--- src/rtl/alu_serial_if.sv ---
// Request/response bundle for alu_serial: operands and opcode in, result and carry out, both valid/ready.
// The res_zero/res_ovf flag wires exist only when ALU_SERIAL_FLAGS_EN is defined.
interface alu_serial_if #(
  parameter int WIDTH = 8
);
  logic             req_valid;
  logic             req_ready;
  logic [WIDTH-1:0] req_a;
  logic [WIDTH-1:0] req_b;
  logic [1:0]       req_op;
  logic             res_valid;
  logic             res_ready;
  logic [WIDTH-1:0] res_s;
  logic             res_cout;
`ifdef ALU_SERIAL_FLAGS_EN
  logic             res_zero;
  logic             res_ovf;

  modport master (
    output req_valid, req_a, req_b, req_op, res_ready,
    input  req_ready, res_valid, res_s, res_cout, res_zero, res_ovf
  );
  modport slave (
    input  req_valid, req_a, req_b, req_op, res_ready,
    output req_ready, res_valid, res_s, res_cout, res_zero, res_ovf
  );
`else
  modport master (
    output req_valid, req_a, req_b, req_op, res_ready,
    input  req_ready, res_valid, res_s, res_cout
  );
  modport slave (
    input  req_valid, req_a, req_b, req_op, res_ready,
    output req_ready, res_valid, res_s, res_cout
  );
`endif
endinterface

--- src/rtl/alu_serial.sv ---
// Bit-serial ALU over one alu1bit slice, LSB first: WIDTH RUN cycles, result held in DONE until res_ready.
// Requests stall (req_ready=0) outside IDLE. Flags res_zero/res_ovf are built when ALU_SERIAL_FLAGS_EN is defined.
module alu1bit (
  input  logic       i_a,
  input  logic       i_b,
  input  logic       i_cin,
  input  logic [1:0] i_op,
  output logic       o_s,
  output logic       o_cout
);
  logic w_b;

  // SUB inverts B; the +1 comes from the carry preloaded by the sequencer
  assign w_b = i_b ^ (i_op == 2'b11);

  always_comb begin
    o_s    = 1'b0;
    o_cout = 1'b0;
    case (i_op)
      2'b00:   o_s = ~(i_a | i_b);
      2'b01:   o_s = i_a ^ i_b;
      default: begin
        o_s    = i_a ^ w_b ^ i_cin;
        o_cout = (i_a & w_b) | (i_cin & (i_a ^ w_b));
      end
    endcase
  end
endmodule

module alu_serial #(
  parameter int WIDTH = 8
) (
  input  logic          clk,
  input  logic          rst_n,
  alu_serial_if.slave   bus
);
  localparam int IW = $clog2(WIDTH);

  typedef enum logic [1:0] {
    S_IDLE,
    S_RUN,
    S_DONE
  } state_t;

  state_t           r_state;
  state_t           w_next;
  logic [WIDTH-1:0] r_a;
  logic [WIDTH-1:0] r_b;
  logic [WIDTH-1:0] r_s;
  logic [1:0]       r_op;
  logic             r_c;
  logic [IW-1:0]    r_idx;
  logic             w_last;
  logic             w_req_ready;
  logic             w_res_valid;
  logic             w_s;
  logic             w_cout;

  assign w_last = (r_idx == IW'(WIDTH - 1));

  alu1bit u_slice (
    .i_a    (r_a[0]),
    .i_b    (r_b[0]),
    .i_cin  (r_c),
    .i_op   (r_op),
    .o_s    (w_s),
    .o_cout (w_cout)
  );

  always_ff @(posedge clk) begin
    if (!rst_n) r_state <= S_IDLE;
    else        r_state <= w_next;
  end

  always_comb begin
    w_next      = r_state;
    w_req_ready = 1'b0;
    w_res_valid = 1'b0;
    case (r_state)
      S_IDLE: begin
        w_req_ready = 1'b1;
        if (bus.req_valid) w_next = S_RUN;
      end
      S_RUN: begin
        if (w_last) w_next = S_DONE;
      end
      S_DONE: begin
        w_res_valid = 1'b1;
        if (bus.res_ready) w_next = S_IDLE;
      end
      default: w_next = S_IDLE;
    endcase
  end

`ifdef ALU_SERIAL_FLAGS_EN
  logic r_cmsb;
`endif

  always_ff @(posedge clk) begin
    if (!rst_n) begin
      r_a   <= '0;
      r_b   <= '0;
      r_s   <= '0;
      r_op  <= 2'b00;
      r_c   <= 1'b0;
      r_idx <= '0;
`ifdef ALU_SERIAL_FLAGS_EN
      r_cmsb <= 1'b0;
`endif
    end else if (r_state == S_IDLE && bus.req_valid) begin
      r_a   <= bus.req_a;
      r_b   <= bus.req_b;
      r_op  <= bus.req_op;
      r_c   <= bus.req_op[0] & bus.req_op[1];
      r_idx <= '0;
    end else if (r_state == S_RUN) begin
      // result fills from the MSB end so bit 0 lands in place after WIDTH shifts
      r_s   <= {w_s, r_s[WIDTH-1:1]};
      r_a   <= r_a >> 1;
      r_b   <= r_b >> 1;
      r_c   <= w_cout;
      r_idx <= r_idx + 1'b1;
`ifdef ALU_SERIAL_FLAGS_EN
      if (w_last) r_cmsb <= r_c;
`endif
    end
  end

  assign bus.req_ready = w_req_ready;
  assign bus.res_valid = w_res_valid;
  assign bus.res_s     = r_s;
  assign bus.res_cout  = r_op[1] & r_c;

`ifdef ALU_SERIAL_FLAGS_EN
  assign bus.res_zero = w_res_valid & ~(|r_s);
  assign bus.res_ovf  = w_res_valid & r_op[1] & (r_cmsb ^ r_c);
`endif
endmodule
--- src/flat_wrapper.sv ---
// flat-port wrapper written by rule: the top's interface ports become plain ports
module alu_serial_flat 
#(
  parameter int WIDTH = 8
)
  (clk, rst_n, bus_req_valid, bus_req_a, bus_req_b, bus_req_op, bus_res_ready, bus_req_ready, bus_res_valid, bus_res_s, bus_res_cout);
  alu_serial_if #(.WIDTH(WIDTH)) bus_i ();
  input  logic clk;
  input  logic rst_n;
  input wire logic [$bits(bus_i.req_valid)-1:0] bus_req_valid;
  input wire logic [$bits(bus_i.req_a)-1:0] bus_req_a;
  input wire logic [$bits(bus_i.req_b)-1:0] bus_req_b;
  input wire logic [$bits(bus_i.req_op)-1:0] bus_req_op;
  input wire logic [$bits(bus_i.res_ready)-1:0] bus_res_ready;
  output wire logic [$bits(bus_i.req_ready)-1:0] bus_req_ready;
  output wire logic [$bits(bus_i.res_valid)-1:0] bus_res_valid;
  output wire logic [$bits(bus_i.res_s)-1:0] bus_res_s;
  output wire logic [$bits(bus_i.res_cout)-1:0] bus_res_cout;
  assign bus_i.req_valid = bus_req_valid;
  assign bus_i.req_a = bus_req_a;
  assign bus_i.req_b = bus_req_b;
  assign bus_i.req_op = bus_req_op;
  assign bus_i.res_ready = bus_res_ready;
  assign bus_req_ready = bus_i.req_ready;
  assign bus_res_valid = bus_i.res_valid;
  assign bus_res_s = bus_i.res_s;
  assign bus_res_cout = bus_i.res_cout;
  alu_serial #(.WIDTH(WIDTH)) u_core (.clk(clk), .rst_n(rst_n), .bus(bus_i));
endmodule
--- config.mk ---
export PLATFORM = sky130hd
export DESIGN_NAME = alu_serial_flat
export DESIGN_NICKNAME = d
export VERILOG_FILES = /design/src/rtl/alu_serial_if.sv /design/src/rtl/alu_serial.sv /design/src/flat_wrapper.sv
export SDC_FILE = /design/constraint.sdc
export NUM_CORES = 1
export LEC_CHECK = 0
export BUFFER_PORTS_ARGS = -buffer_cell sky130_fd_sc_hd__buf_4
export CORE_UTILIZATION = 50
export CTS_CLUSTER_DIAMETER = 100
export DETAILED_ROUTE_END_ITERATION = 6
export GPL_TIMING_DRIVEN = 0
export PLACE_DENSITY_LB_ADDON = 0.05
export SKIP_LAST_GASP = 1
export SYNTH_ARGS = -nofsm -noshare
export SYNTH_HDL_FRONTEND = slang
export SYNTH_SLANG_ARGS = --single-unit
--- constraint.sdc ---
create_clock -name clk -period 1.85 [get_ports clk]
set_input_delay 0.37 -clock clk [delete_from_list [all_inputs] [get_ports clk]]
set_output_delay 0.37 -clock clk [all_outputs]
set_load 0.01 [all_outputs]
=== After elaboration in Yosys (flattened, before gate mapping) ===
Cells that the tools add are included.

* $add $sub $neg: 1
* Equal/unequal tests: 8
* Multiplexer cells: 14
* Bitwise operators: 13
* Reductions and logical operators: 8

{| class="wikitable"
|+ Operator list
! operator !! number
|-
| 2-to-1 mux 8 bit || 4
|-
| 2-to-1 mux 2 bit || 3
|-
| one-hot mux 2 bit (3 select lines) || 1
|-
| 2-to-1 mux 1 bit || 5
|-
| bitwise AND 1 bit || 4
|-
| equality test 2 x 1 -> 1 bit (second input constant) || 2
|-
| equality test 2 bit (second input constant) || 2
|-
| zero test 2 bit || 2
|-
| inequality test 2 bit (second input constant) || 2
|-
| OR reduction 2 bit || 2
|-
| bitwise XOR 1 bit || 4
|-
| adder 3 x 1 -> 3 bit (second input constant) || 1
|-
| equality test 3 bit (second input constant) || 1
|-
| inverter 1 bit || 3
|-
| AND reduction 3 bit || 1
|-
| inequality test 2 x 1 -> 1 bit (second input constant) || 1
|-
| OR 1 bit || 2
|-
| one-hot mux 1 bit (2 select lines) || 1
|-
| AND reduction 2 bit || 1
|-
| nonzero test 2 bit || 1
|-
| logical AND 1 bit || 1
|}

* Bits in registers: 32
* Input bits: 22
* Output and inout bits: 11
* Word-level logic and storage cells: 51

=== Logic depth before layout (Yosys ltp) ===
Gate-level depths: netlist of run 1.

* Depth in word-level cells: 8
* Gate-level depth with buffers: 6
* Depth with buffers taken out: 6

=== Cells and area by module ===
A second synthesis of run 1 with hierarchy kept.

* Cell total of the unflattened synthesis: 177
* Area total of the unflattened synthesis: 1567.8 sq um

{| class="wikitable"
|+ Modules (own cells, without submodules)
! module !! instances !! cells an instance !! area each (sq um) !! seq. area each (sq um)
|-
| alu_serial || 1 || 167 || 1490.2 || 640.6
|-
| alu1bit || 1 || 10 || 77.6 || 0.0
|}

=== Worst setup path before layout of run 1 ===
OpenSTA, ideal clock, no wires.

* Path type: reg-to-reg
* Start: register u_core.r_op[1]
* End: register u_core.r_s[7], in the netlist u_core.bus.res_s[7]
* Setup time: 120 ps
* Data arrival time: 1304 ps
* Data required time: 1730 ps
* Path slack: 426 ps
* Cell stages (with the launch flop): 7
* Buffers on the path: 0
* Period minus slack after synthesis: 1424 ps
* Cells stage by stage: dfxtp_1 > nand2_1 > xnor2_1 > fa_1 > nand2b_1 > o211ai_1 > a21boi_1

* Cells in the longest elaborated chain, start to end: 5
* Elaborated cells on any way between the ends: 7
* Those cells by class: 2 x eq/ne; 1 x mux; 3 x bitwise; 1 x reduce/logical

{| class="wikitable"
|+ Ends and longest elaborated chain
! element !! RTL line !! RTL
|-
| start, declared || alu_serial.sv:50 || <nowiki>logic [1:0] r_op;</nowiki>
|-
| start signal, assigned || alu_serial.sv:113 || <nowiki>r_op <= bus.req_op;</nowiki>
|-
| equality test 2 bit || alu_serial.sv:14 || <nowiki>assign w_b = i_b ^ (i_op == 2'b11);</nowiki>
|-
| bitwise XOR 1 bit || alu_serial.sv:14 ||
|-
| bitwise XOR 1 bit (2 in a row) || alu_serial.sv:23 || <nowiki>o_s = i_a ^ w_b ^ i_cin;</nowiki>
|-
| one-hot mux 1 bit (2 select lines) * || alu_serial.sv:19 || <nowiki>case (i_op)</nowiki>
|-
| end signal, assigned || alu_serial.sv:118 || <nowiki>r_s <= {w_s, r_s[WIDTH-1:1]};</nowiki>
|-
| end, declared || alu_serial.sv:49 || <nowiki>logic [WIDTH-1:0] r_s;</nowiki>
|}

Every way passes the cells marked *; elsewhere a longest branch is shown, timed or not.
A chain may end at the register's enable or synchronous reset.

=== Worst setup path in the final report of run 1 ===
Ends and elaborated chain as after synthesis.

==> results.md, run 1 <==
- Slew Viols, Final: 0
- Minimum clock period: ~1.5 ns
- Top cell type's share of synthesized area: 0.421
- DP HPWL: 2.55 mm
- First-pass GRT wire length: 5.75 mm
- Drt pass-1 iters: 6
- CP required: between 2 and 2.5 ns
- Post-DP Area: 1790 um2
- Initial Util: 0.538
- Syn Nets: 198
- CP Launch Type: flip-flop
- Port bufs: 31
- Area contributors post-synth: dfxtp_1, nand2_1, a21oi_1
- Synth warnings: 0
- Setup-failing EPs final: 0
- Mapped Cells: ~170
- Fill cell count: 251
- Met3 Track Usage GR: 0.0680
- CP Class: flip-flop to flip-flop
- # clock sinks: 32
- Final ANT Viol Nets: 0
- Number of cells on the critical path: 6
- DRT iter0 DRCs: 56
- Critical-path maximum fanout: 6
- Busiest grt layer: met2
- Final #Nets: 236
- Netlist cell types: 35
- F_max: between 600 and 700 MHz
- Bufs and invs on worst path: 0
- RD Place Congestion: 0.793
- Area growth syn-to-layout: 22.9%
- HP Class: primary input to flip-flop
- Initial antenna violation count: 0
- N_diodes: 0
- Vias in the first global route: roughly 1,300
- Tot GR Track Use: 0.230
- Core ar.: 2830 um2
- Syn_area_per_cell: roughly 8.8 um2
- Largest net degree at the start of global routing: 11
- Total Wirelength: between 3 and 4 mm
- Worst-path cell chain: nand2_1, xnor2_1, fa_1, nand2b_1, o211ai_1, a21boi_1
- Synth Cell Area: approximately 1500 um2
- Setup_tns: 0 ns
- Worst skew pair latency: 0.34 ns
- Critical Path Sink Type: flip-flop
- Via/cell ratio: 5.54
- WP data arrival: 1.79 ns
- Seq cells post-synth: 32
- Post CTS Setup Buffer Count: 0
- Hold buffer count at CTS: 0
- Worst Reg-to-Reg Cells: 6
- Pwr dens: 823 nW/um2
- TritonCTS clock tree: built
- # IOs: 33
- Slew @ Worst Pin: 0.399 ns
- Root Buffer: clkbuf_4
- Cell Rows: 19
- Footprint of the multi-input gates: 772 um2
- Hold path depth: 3
- Clk pin slew, worst setup/hold paths: approximately 0.11 ns
- Drt wl/cell: 14.1 um
- Slowest CP cell: dfxtp_1
- Share of cells above drive strength 1: 0.265
- Die Width: 57.2 um
- Global routing usage on met1: 0.288
- DRC Markers: 6
- # H-tree levels: 2
- M2 GR Usage: 0.385
- Global route total overflow: 0
- Cell family with most CP delay: flip-flops
- Outcome: complete, but fails checks
- Failing checks: design-rule violations
- Final Hold Fails: 0
- RSZ-0062 raised after global routing: false
- Chip height: 57.2 um
- MaxCap Viol Count: 0
- Seq/Total Area, Yosys: 0.421
- Design area: 1870 um2
- Clock skew: 0.0133 ns
- Post-synth top area cell: dfxtp_1
- Resized cells post-CTS: 0
- Tcrit/Tclk final: 0.832
- Clk buf depth: 2
- Crit path largest cell delay: approximately 0.43 ns
- FF/Latch Area: 641 um2
- Cts bufs inserted: 5
- Max IR drop VDD: 0.629 mV
- Die area: 3270 um2
- Vias: 1,341
- Slew margin rel.: 0.734
- Static Leak: slightly below 0.8 nW
report_power, final:
group          switching, W  total, W  internal (W)
Sequential        0.0000330  0.000766      0.000733
Combinational      0.000117  0.000241      0.000124
Clock              0.000248  0.000531      0.000283
Total              0.000398   0.00154       0.00114
synthesized netlist by cell type, drive strengths merged:
| cell type | count |
|---|---|
| a21boi | 12 |
| a21oi | 18 |
| a22oi | 1 |
| and2 | 1 |
| and2b | 2 |
| and3 | 1 |
| buf | 10 |
| clkbuf | 3 |
| dfxtp | 32 |
| fa | 1 |
| ha | 3 |
| inv | 5 |
| mux2 | 1 |
| nand2 | 27 |
| nand2b | 4 |
| nand3 | 2 |
| nor2 | 7 |
| nor2b | 1 |
| nor3b | 1 |
| nor4b | 1 |
| o211ai | 1 |
| o21ai | 14 |
| o21ba | 1 |
| o221ai | 6 |
| o22ai | 5 |
| o2bb2ai | 4 |
| or3b | 6 |
| xnor2 | 2 |
path summary, 6_finish.rpt:
| check | from | to | slack [ns] |
|---|---|---|---|
| max | u_core.r_op[1] | u_core.bus.res_s[7] | 0.31 |
| max reg2reg | u_core.r_op[1] | u_core.bus.res_s[7] | 0.31 |
| min reg2reg | u_core.bus.res_s[0] | u_core.bus.res_s[0] | 0.47 |
| min | bus_req_b[7] | u_core.r_b[7] | 0.27 |
through the flow:
step / util / hold slack (ns) / power (W) / instances / setup WS [ns]
3_5_place_dp: 0.634 / 0.458 / 0.00102 / 234 / 0.336
5_1_grt: 0.661 / 0.266 / 0.00161 / 242 / 0.182
4_1_cts: 0.661 / 0.271 / 0.00154 / 242 / 0.316
3_3_place_gp: 0.634 / 0.441 / 0.00101 / 234 / 0.357
6_report: 0.661 / 0.270 / 0.00154 / 242 / 0.310
2_1_floorplan: - / 0.440 / 0.000935 / 172 / 0.426
flip-flops by register name (all words and copies together), names as in the netlist:
register and flops:
u_core.bus.res_s 8, u_core.r_a 8, u_core.r_b 8, u_core.r_c 1, u_core.r_idx 3, u_core.r_op 2
u_core.r_state 2
logic make-up (layout without fill, tap and decap cells):
group | count (synthesis) | in the layout | share of synthesized area
compound gates | 62 | 62 | 0.266
simple gates | 53 | 53 | 0.185
flops | 32 | 32 | 0.421
buf+inv | 18 | 57 | 0.0715
fa+ha+maj | 4 | 4 | 0.0378
xor+xnor | 2 | 2 | 0.0115
mux | 1 | 1 | 0.00740
layout make-up:
type / instances / share of cell area
Timing Repair Buffer: 31 / 0.124
Inverter: 5 / 0.0100
Clock buffer: 6 / 0.0221
Sequential cell: 32 / 0.343
Multi-Input combinational cell: 122 / 0.413
Clock inverter: 2 / 0.0187
Tap cell: 31 / 0.0207
Buffer: 13 / 0.0482
layer usage:
metal  routed length [um]  vias up
met5                    0        -
met4                   46        0
met3                  123        7
met2                 1700       26
met1                 1550      623
li1                     -      685
cell usage in the layout, fill, tap and decap left out, types with 4 or more instances in the layout:
cell type  synthesis  final
nand2b_1           4      4
buf_4              4     35
dfxtp_1           32     32
a21oi_1           17     17
o221ai_1           6      6
o21ai_0           14     14
o2bb2ai_1          4      4
o22ai_1            5      5
or3b_1             6      6
nor2_1             6      6
clkbuf_4           0      5
a21boi_0           4      4
a21boi_1           8      8
nand2_1           27     27
clkbuf_1           3      4
inv_1              4      4
worst register-to-register path: stages (launching register included):
cell      delay (ns)
dfxtp_1         0.43
nand2_1         0.09
xnor2_1         0.18
fa_1            0.43
nand2b_1        0.15
o211ai_1        0.09
a21boi_1        0.08
Power figures use the tool's default switching activity.
==> run 2, diff against run 1 <==
--- a/config.mk
+++ b/config.mk
@@ -5,6 +5,7 @@
 export SDC_FILE = /design/constraint.sdc
 export NUM_CORES = 1
 export LEC_CHECK = 0
+export ABC_AREA = 1
 export BUFFER_PORTS_ARGS = -buffer_cell sky130_fd_sc_hd__buf_4
 export CORE_UTILIZATION = 50
 export CTS_CLUSTER_DIAMETER = 100
==> constraint.sdc (replaced) <==
create_clock -name clk -period 1.55 [get_ports clk]
set_input_delay 0.31 -clock clk [delete_from_list [all_inputs] [get_ports clk]]
set_output_delay 0.31 -clock clk [all_outputs]
set_load 0.01 [all_outputs]
==> results.md, run 2 <==
- Outcome: complete, but fails checks (unchanged)
- Failing checks: design-rule violations (unchanged)
- Clk pin slew, worst setup/hold paths: 0.10 ns (was 0.11 ns)
- Static Leak: 1.03 nW (was 0.771 nW)
- Final #Nets: 293 (was 236)
- Cts bufs inserted: 5 (unchanged)
- End-of-flow core utilization: 0.662 (was 0.661)
- RD Place Congestion: 0.798 (was 0.793)
- Cell Rows: 19 (unchanged)
- # IOs: 33 (unchanged)
- Dpl cells: 290 (was 234)
- Logic gate share of total power: 0.182 (was 0.157)
- Total Wirelength: 2.98 mm (was 3.42 mm)
- Seq/Total Area, Yosys: 0.419 (was 0.421)
- N_diodes: 0 (unchanged)
- Post-synth top area cell: dfxtp_1 (unchanged)
- # clock sinks: 32 (unchanged)
- Worst setup margin: 0.123 ns (was 0.310 ns)
- Top-count cell post-synth: nand2_1 (was dfxtp_1)
- Global route total overflow: 0 (unchanged)
- First-pass GRT wire length: 5.11 mm (was 5.75 mm)
- # H-tree levels: 2 (unchanged)
- DRT iter0 DRCs: 44 (was 56)
- Syn_area_per_cell: 6.70 um2 (was 8.85 um2)
- F_max: 701 MHz
- Largest net degree at the start of global routing: 11 (unchanged)
- Syn Nets: 254 (was 198)
- Top cell type's share of synthesized area: 0.419 (was 0.421)
- Die area: 3280 um2 (was 3270 um2)
- Leading cell type in the layout, fill and taps excluded: nand2_1 (was buf_4)
- Vias in the first global route: 1,218 (was 1,310)
- Area contributors post-synth: dfxtp_1, nand2_1, nor2_1 (was dfxtp_1, nand2_1, a21oi_1)
- Area growth syn-to-layout: 22.5% (was 22.9%)
- Share of flip-flops with an asynchronous set or reset: 0 (unchanged)
- Hold buffer count at CTS: 0 (unchanged)
- Die Width: 57.3 um (was 57.2 um)
- Crit path largest cell delay: 0.43 ns (about the same)
- Commonest cells post-synth: nand2_1, nor2_1, dfxtp_1 (was dfxtp_1, nand2_1, a21oi_1)
- Worst skew pair latency: 0.33 ns (was 0.34 ns)
- Mapped Cells: 228 (was 172)
- Initial Util: 0.540 (was 0.538)
- Port bufs: 31 (unchanged)
- CP required: 1.24 ns (was 2.10 ns)
- Critical-path maximum fanout: 10 (was 6)
- Initial antenna violation count: 0 (unchanged)
- Netlist cell types: 19 (was 35)
- Minimum clock period: 1.43 ns
- Worst path most repeated cell: buf_4
- DRC Markers: 2 (was 6)
- Post-synth EDFFs: 0 (unchanged)
- Drt wl/cell: 9.97 um (was 14.1 um)
- P_sw: 0.000480 W (was 0.000398 W)
- Worst hold slack: 0.217 ns (was 0.270 ns)
- Top_reg_cell synth: dfxtp_1 (unchanged)
- TritonCTS clock tree: built (unchanged)
- Slew @ Worst Pin: 0.441 ns (was 0.399 ns)
- Slowest CP cell: dfxtp_2 (was dfxtp_1)
- RSZ-0062 raised after global routing: false (unchanged)
- DP HPWL: 2.16 mm (was 2.55 mm)
- Power Internal: 0.00125 W (was 0.00114 W)
- Final Hold Fails: 0 (unchanged)
- Fill cell count: 266 (was 251)
- Switching portion of total power: 0.278 (was 0.259)
- Max IR drop VDD: 0.554 mV (was 0.629 mV)
- Clk buf depth: 2 (unchanged)
- CP Launch Type: flip-flop (unchanged)
- Vias: 1,432 (was 1,341)
- Seq cells post-synth: 32 (unchanged)
- Commonest non-fill, non-tap cells in the layout: nand2_1, nor2_1, buf_4, dfxtp_1, inv_1 (was buf_4, dfxtp_1, nand2_1, a21oi_1, o21ai_0)
- Critical Path Sink Type: primary output (was flip-flop)
- Via/cell ratio: 4.79 (was 5.54)
- Clock skew: 0.00404 ns (was 0.0133 ns)
- Tcrit/Tclk final: 0.921
- Sequential share of power: 0.530 (was 0.498)
- CP Class: flip-flop to primary output (was flip-flop to flip-flop)
- WP data arrival: 1.12 ns (was 1.79 ns)
- Drt pass-1 iters: 6 (unchanged)
- Setup_tns: 0 ns (unchanged)
- Synth warnings: 0 (unchanged)
- Root Buffer: clkbuf_4 (unchanged)
- Share of cells above drive strength 1: 0.194 (was 0.265)
- HP Class: primary input to flip-flop (unchanged)
- Tot GR Track Use: 0.208 (was 0.230)
- Core ar.: 2830 um2 (unchanged)
- Pre-CTS WS: 0.0942 ns (was 0.336 ns)
- Chip height: 57.3 um (was 57.2 um)
- Slew margin rel.: 0.706 (was 0.734)
- Clock network fraction of total power: 0.288 (was 0.345)
- Final ANT Viol Nets: 0 (unchanged)
- Synth Cell Area: 1530 um2 (was 1520 um2)
- Layout Cells excl Fill: 299 (was 242)
- Setup-failing EPs final: 0 (unchanged)
- Slew Viols, Final: 0 (unchanged)
- Worst-path cell chain: nor2_4, buf_4, buf_4 (was nand2_1, xnor2_1, fa_1, nand2b_1, o211ai_1, a21boi_1)
- MaxCap Viol Count: 0 (unchanged)
- Pwr dens: 923 nW/um2 (was 823 nW/um2)
==> run 2: cell count changes in the layout (fill, tap and decap cells not counted), moves of 5 or more <==
cell | previous run | this run
o21ai_0 | 14 | 9
a21oi_1 | 17 | 9
o22ai_1 | 5 | 0
inv_1 | 4 | 28
nand2_1 | 27 | 67
nor2_1 | 6 | 45
o221ai_1 | 6 | 0
or3b_1 | 6 | 0
nand3_1 | 2 | 17
a21boi_1 | 8 | 0
==> run 2: cells by family (layout without fill, tap and decap cells) <==
logic type,after synthesis,after routing,share of synthesized area
AOI/OAI and AO/OA,20,20,0.0745
buffers and inverters,39,79,0.111
xor gates and xnor gates,2,2,0.0115
and+or+nand+nor,131,131,0.346
DFF,32,32,0.419
adders and majority gates,4,4,0.0377
==> run 2: metrics by stage <==
step | area, um2 | total power (W)
after global placement | 1800 | 0.00124
after CTS | 1870 | 0.00174
after detailed placement | 1800 | 0.00125
after global routing | 1870 | 0.00183
after floorplan | 1530 | 0.00113
final | 1870 | 0.00173
==> run 2: worst paths after layout <==
check                                  startpoint                   to  slack [ns]  cells past startpoint
worst max-delay path            u_core.r_state[0]        bus_req_ready        0.12                      3
worst max register to register     u_core.r_op[1]  u_core.bus.res_s[7]        0.15                      6
worst min register to register    u_core.r_idx[2]      u_core.r_idx[2]        0.48                      2
worst min-delay path                bus_req_op[0]       u_core.r_op[0]        0.22                      3
==> run 2: layout make-up <==
type | instances | area (um2) | area share
Inverter | 30 | 113 | 0.0602
Sequential cell | 32 | 644 | 0.344
Buffer | 9 | 60.1 | 0.0321
Tap cell | 31 | 38.8 | 0.0207
Timing Repair Buffer | 32 | 240 | 0.128
Multi-Input combinational cell | 157 | 717 | 0.383
Clock buffer | 8 | 58.8 | 0.0314
==> run 2: repair_timing <==
action / in CTS / in global routing
gates cloned: 0 / 0
resized for setup: 1 / 3
pin swaps: 1 / 0
setup buffers: 1 / 0
setup endpoints to repair: 1 / 4
==> run 2: power by group through the flow <==
stage	combinational [W]	clock [W]	sequential (W)
final	0.000314	0.000498	0.000916
after global placement	0.000310	0	0.000933
after global routing	0.000358	0.000553	0.000924
after floorplan	0.000191	0	0.000936
after detailed placement	0.000312	0	0.000934
after CTS	0.000317	0.000509	0.000915
==> run 2: layer usage <==
layer | share of wire | vias to the layer above | global-route usage | wire [um]
li1 | - | 767 | - | -
met1 | 0.48 | 627 | 0.282 | 1440
met2 | 0.44 | 33 | 0.309 | 1320
met3 | 0.058 | 5 | 0.0499 | 173
met4 | 0.017 | 0 | 0.105 | 51
met5 | 0 | - | 0 | 0
==> run 2: critical path: cells and delay by family, from the launching register on <==
kind,cells,cell delay (ns)
buffers and inverters,2,0.30
DFF,1,0.43
and+or+nand+nor,1,0.05
==> run 3, diff against run 2 <==
--- a/config.mk
+++ b/config.mk
@@ -7,6 +7,7 @@
 export LEC_CHECK = 0
 export ABC_AREA = 1
 export BUFFER_PORTS_ARGS = -buffer_cell sky130_fd_sc_hd__buf_4
+export CORE_ASPECT_RATIO = 1.5
 export CORE_UTILIZATION = 50
 export CTS_CLUSTER_DIAMETER = 100
 export DETAILED_ROUTE_END_ITERATION = 6
==> results.md, run 3 (same netlist as run 2, synthesis figures left out) <==
- DRC Markers: 0 (was 2)
- Die Width: 47.1 um (was 57.3 um)
- Critical Path Source: u_core.r_state[0] (unchanged)
- Die area: 3280 um2 (about the same)
- First-pass GRT wire length: 5.46 mm (was 5.11 mm)
- Cell Rows: 24 (was 19)
- Tot GR Track Use: 0.227 (was 0.208)
- F_max: 677 MHz (was 701 MHz)
- Drt pass-1 iters: 4 (was 6)
- Outcome: completed (was complete, but fails checks)
- CP required: 1.24 ns (about the same)
- DP HPWL: 2.20 mm (was 2.16 mm)
- Cell family with most CP delay: flip-flops (unchanged)
- Clk pin slew, worst setup/hold paths: 0.06 ns (was 0.10 ns)
- Final ANT Viol Nets: 0 (unchanged)
- N_diodes: 0 (unchanged)
- Worst Reg-to-Reg Cells: 10 (was 6)
- CP Class: flip-flop to primary output (unchanged)
- Pwr dens: 945 nW/um2 (was 923 nW/um2)
- Tcrit/Tclk final: 0.953 (was 0.921)
- Setup-failing EPs final: 0 (unchanged)
- Minimum clock period: 1.48 ns (was 1.43 ns)
- Via/cell ratio: 4.69 (was 4.79)
- Fill cell count: 285 (was 266)
- Drt wl/cell: 10.2 um (was 9.97 um)
- M2 GR Usage: 0.384 (was 0.309)
- Share of cells above drive strength 1: 0.188 (was 0.194)
- CP Launch Type: flip-flop (unchanged)
- Root Buffer: clkbuf_8 (was clkbuf_4)
- Chip height: 69.7 um (was 57.3 um)
- Slew @ Worst Pin: 0.468 ns (was 0.441 ns)
- # IOs: 33 (unchanged)
- Vias: 1,429 (was 1,432)
- Worst r2r dst: u_core.r_c (was u_core.bus.res_s[7])
- Number of cells on the critical path: 3 (unchanged)
- Critical Path Sink Type: primary output (unchanged)
- Final #Nets: 294 (was 293)
- RD Place Congestion: 0.774 (was 0.798)
- Reg-to-reg startpoint: u_core.r_op[1] (unchanged)
- Worst setup margin: 0.0728 ns (was 0.123 ns)
- Busiest grt layer: met2 (unchanged)
- # clock sinks: 32 (unchanged)
- # H-tree levels: 2 (unchanged)
- Setup_tns: 0 ns (unchanged)
- Global route total overflow: 0 (unchanged)
- Clk buf depth: 2 (unchanged)
- Critical path endpoint: bus_req_ready (unchanged)
- Slowest CP cell: dfxtp_1 (was dfxtp_2)
- Critical-path maximum fanout: 10 (unchanged)
- Slew Viols, Final: 0 (unchanged)
- Port bufs: 31 (unchanged)
- Worst skew pair latency: 0.28 ns (was 0.33 ns)
- Area growth syn-to-layout: 24.3% (was 22.5%)
- TritonCTS clock tree: built (unchanged)
- Met3 Track Usage GR: 0.0703 (was 0.0499)
- Slew margin rel.: 0.688 (was 0.706)
- Bufs and invs on worst path: 2 (unchanged)
- Global routing usage on met1: 0.259 (was 0.282)
- MaxCap Viol Count: 0 (unchanged)
- Max IR drop VDD: 0.756 mV (was 0.554 mV)
- Clock skew: 0.00505 ns (was 0.00404 ns)
- Vias in the first global route: 1,321 (was 1,218)
- Initial Util: 0.524 (was 0.540)
- RSZ-0062 raised after global routing: false (unchanged)
- Worst path most repeated cell: buf_4 (unchanged)
- Total Wirelength: 3.10 mm (was 2.98 mm)
- Reg-to-reg slack, setup: 0.16 ns (was 0.15 ns)
- Final Hold Fails: 0 (unchanged)
- HP Class: primary input to flip-flop (unchanged)
- DRT iter0 DRCs: 25 (was 44)
- Leading cell type in the layout, fill and taps excluded: nand2_1 (unchanged)
- WP data arrival: 1.17 ns (was 1.12 ns)
- Worst-path cell chain: nor2_4, buf_4, buf_4 (unchanged)
- Pre-CTS WS: 0.0725 ns (was 0.0942 ns)
- Initial antenna violation count: 0 (unchanged)
- Commonest non-fill, non-tap cells in the layout: nand2_1, nor2_1, buf_4, dfxtp_1, inv_1 (unchanged)
- Cts bufs inserted: 5 (unchanged)
- Crit path largest cell delay: 0.50 ns (was 0.43 ns)
- Static Leak: 1.04 nW (was 1.03 nW)
- End-of-flow core utilization: 0.652 (was 0.662)
- Largest net degree at the start of global routing: 11 (unchanged)
- Core ar.: 2910 um2 (was 2830 um2)
## run 3: worst min path at each step
| stage | endpoint | slack [ns] | cells after the start | from |
|---|---|---|---|---|
| after detailed placement | u_core.r_a[7] | 0.45 | 2 | u_core.r_a[7] |
| after CTS | u_core.r_op[0] | 0.27 | 3 | bus_req_op[0] |
| after global routing | u_core.r_a[7] | 0.29 | 3 | bus_req_a[7] |
| after global placement | u_core.r_a[7] | 0.45 | 2 | u_core.r_a[7] |
| final | u_core.r_b[7] | 0.28 | 3 | bus_req_b[7] |
| after floorplan | u_core.r_a[7] | 0.44 | 2 | u_core.r_a[7] |
## run 3: report_power, final
group	switching (W)	internal, W	total, W
clock	0.000272	0.000288	0.000560
combinational	0.000170	0.000148	0.000319
sequential	0.0000379	0.000877	0.000915
total	0.000480	0.00131	0.00179
## run 3: tightest hold or removal path, cell delays in order
cell and delay, ns:
buf_4 0.07, nand2_1 0.04, a21oi_1 0.10
## run 3: metrics by stage
| step | cell area, um2 | hold WS [ns] | total power (W) | cells |
|---|---|---|---|---|
| final | 1900 | 0.282 | 0.00179 | 305 |
| after global routing | 1900 | 0.292 | 0.00190 | 305 |
| after CTS | 1890 | 0.270 | 0.00181 | 304 |
| after detailed placement | 1810 | 0.454 | 0.00125 | 298 |
| after global placement | 1810 | 0.453 | 0.00124 | 298 |
| after floorplan | 1530 | 0.443 | 0.00113 | 228 |
## run 3: per-layer routing
metal | vias up | wire, um
met5 | - | 0
met4 | 0 | 48
met3 | 6 | 120
met2 | 27 | 1590
li1 | 764 | -
met1 | 632 | 1340
## run 3: timing repair
| item | in CTS | in global routing |
|---|---|---|
| hold buffers | 0 | 0 |
| resized for setup | 1 | 2 |
| pin swaps | 1 | 0 |
| setup endpoints to repair | 1 | 2 |
| setup buffers | 1 | 1 |
## run 3: cell type report
| type | count | area [um2] | area share |
|---|---|---|---|
| repair buffers | 33 | 248 | 0.130 |
| multi-input cells | 157 | 717 | 0.377 |
| inverters | 30 | 113 | 0.0593 |
| well taps | 39 | 48.8 | 0.0257 |
| flip-flops and latches | 32 | 644 | 0.339 |
| clock buffers | 5 | 68.8 | 0.0362 |
| plain buffers | 9 | 60.1 | 0.0316 |
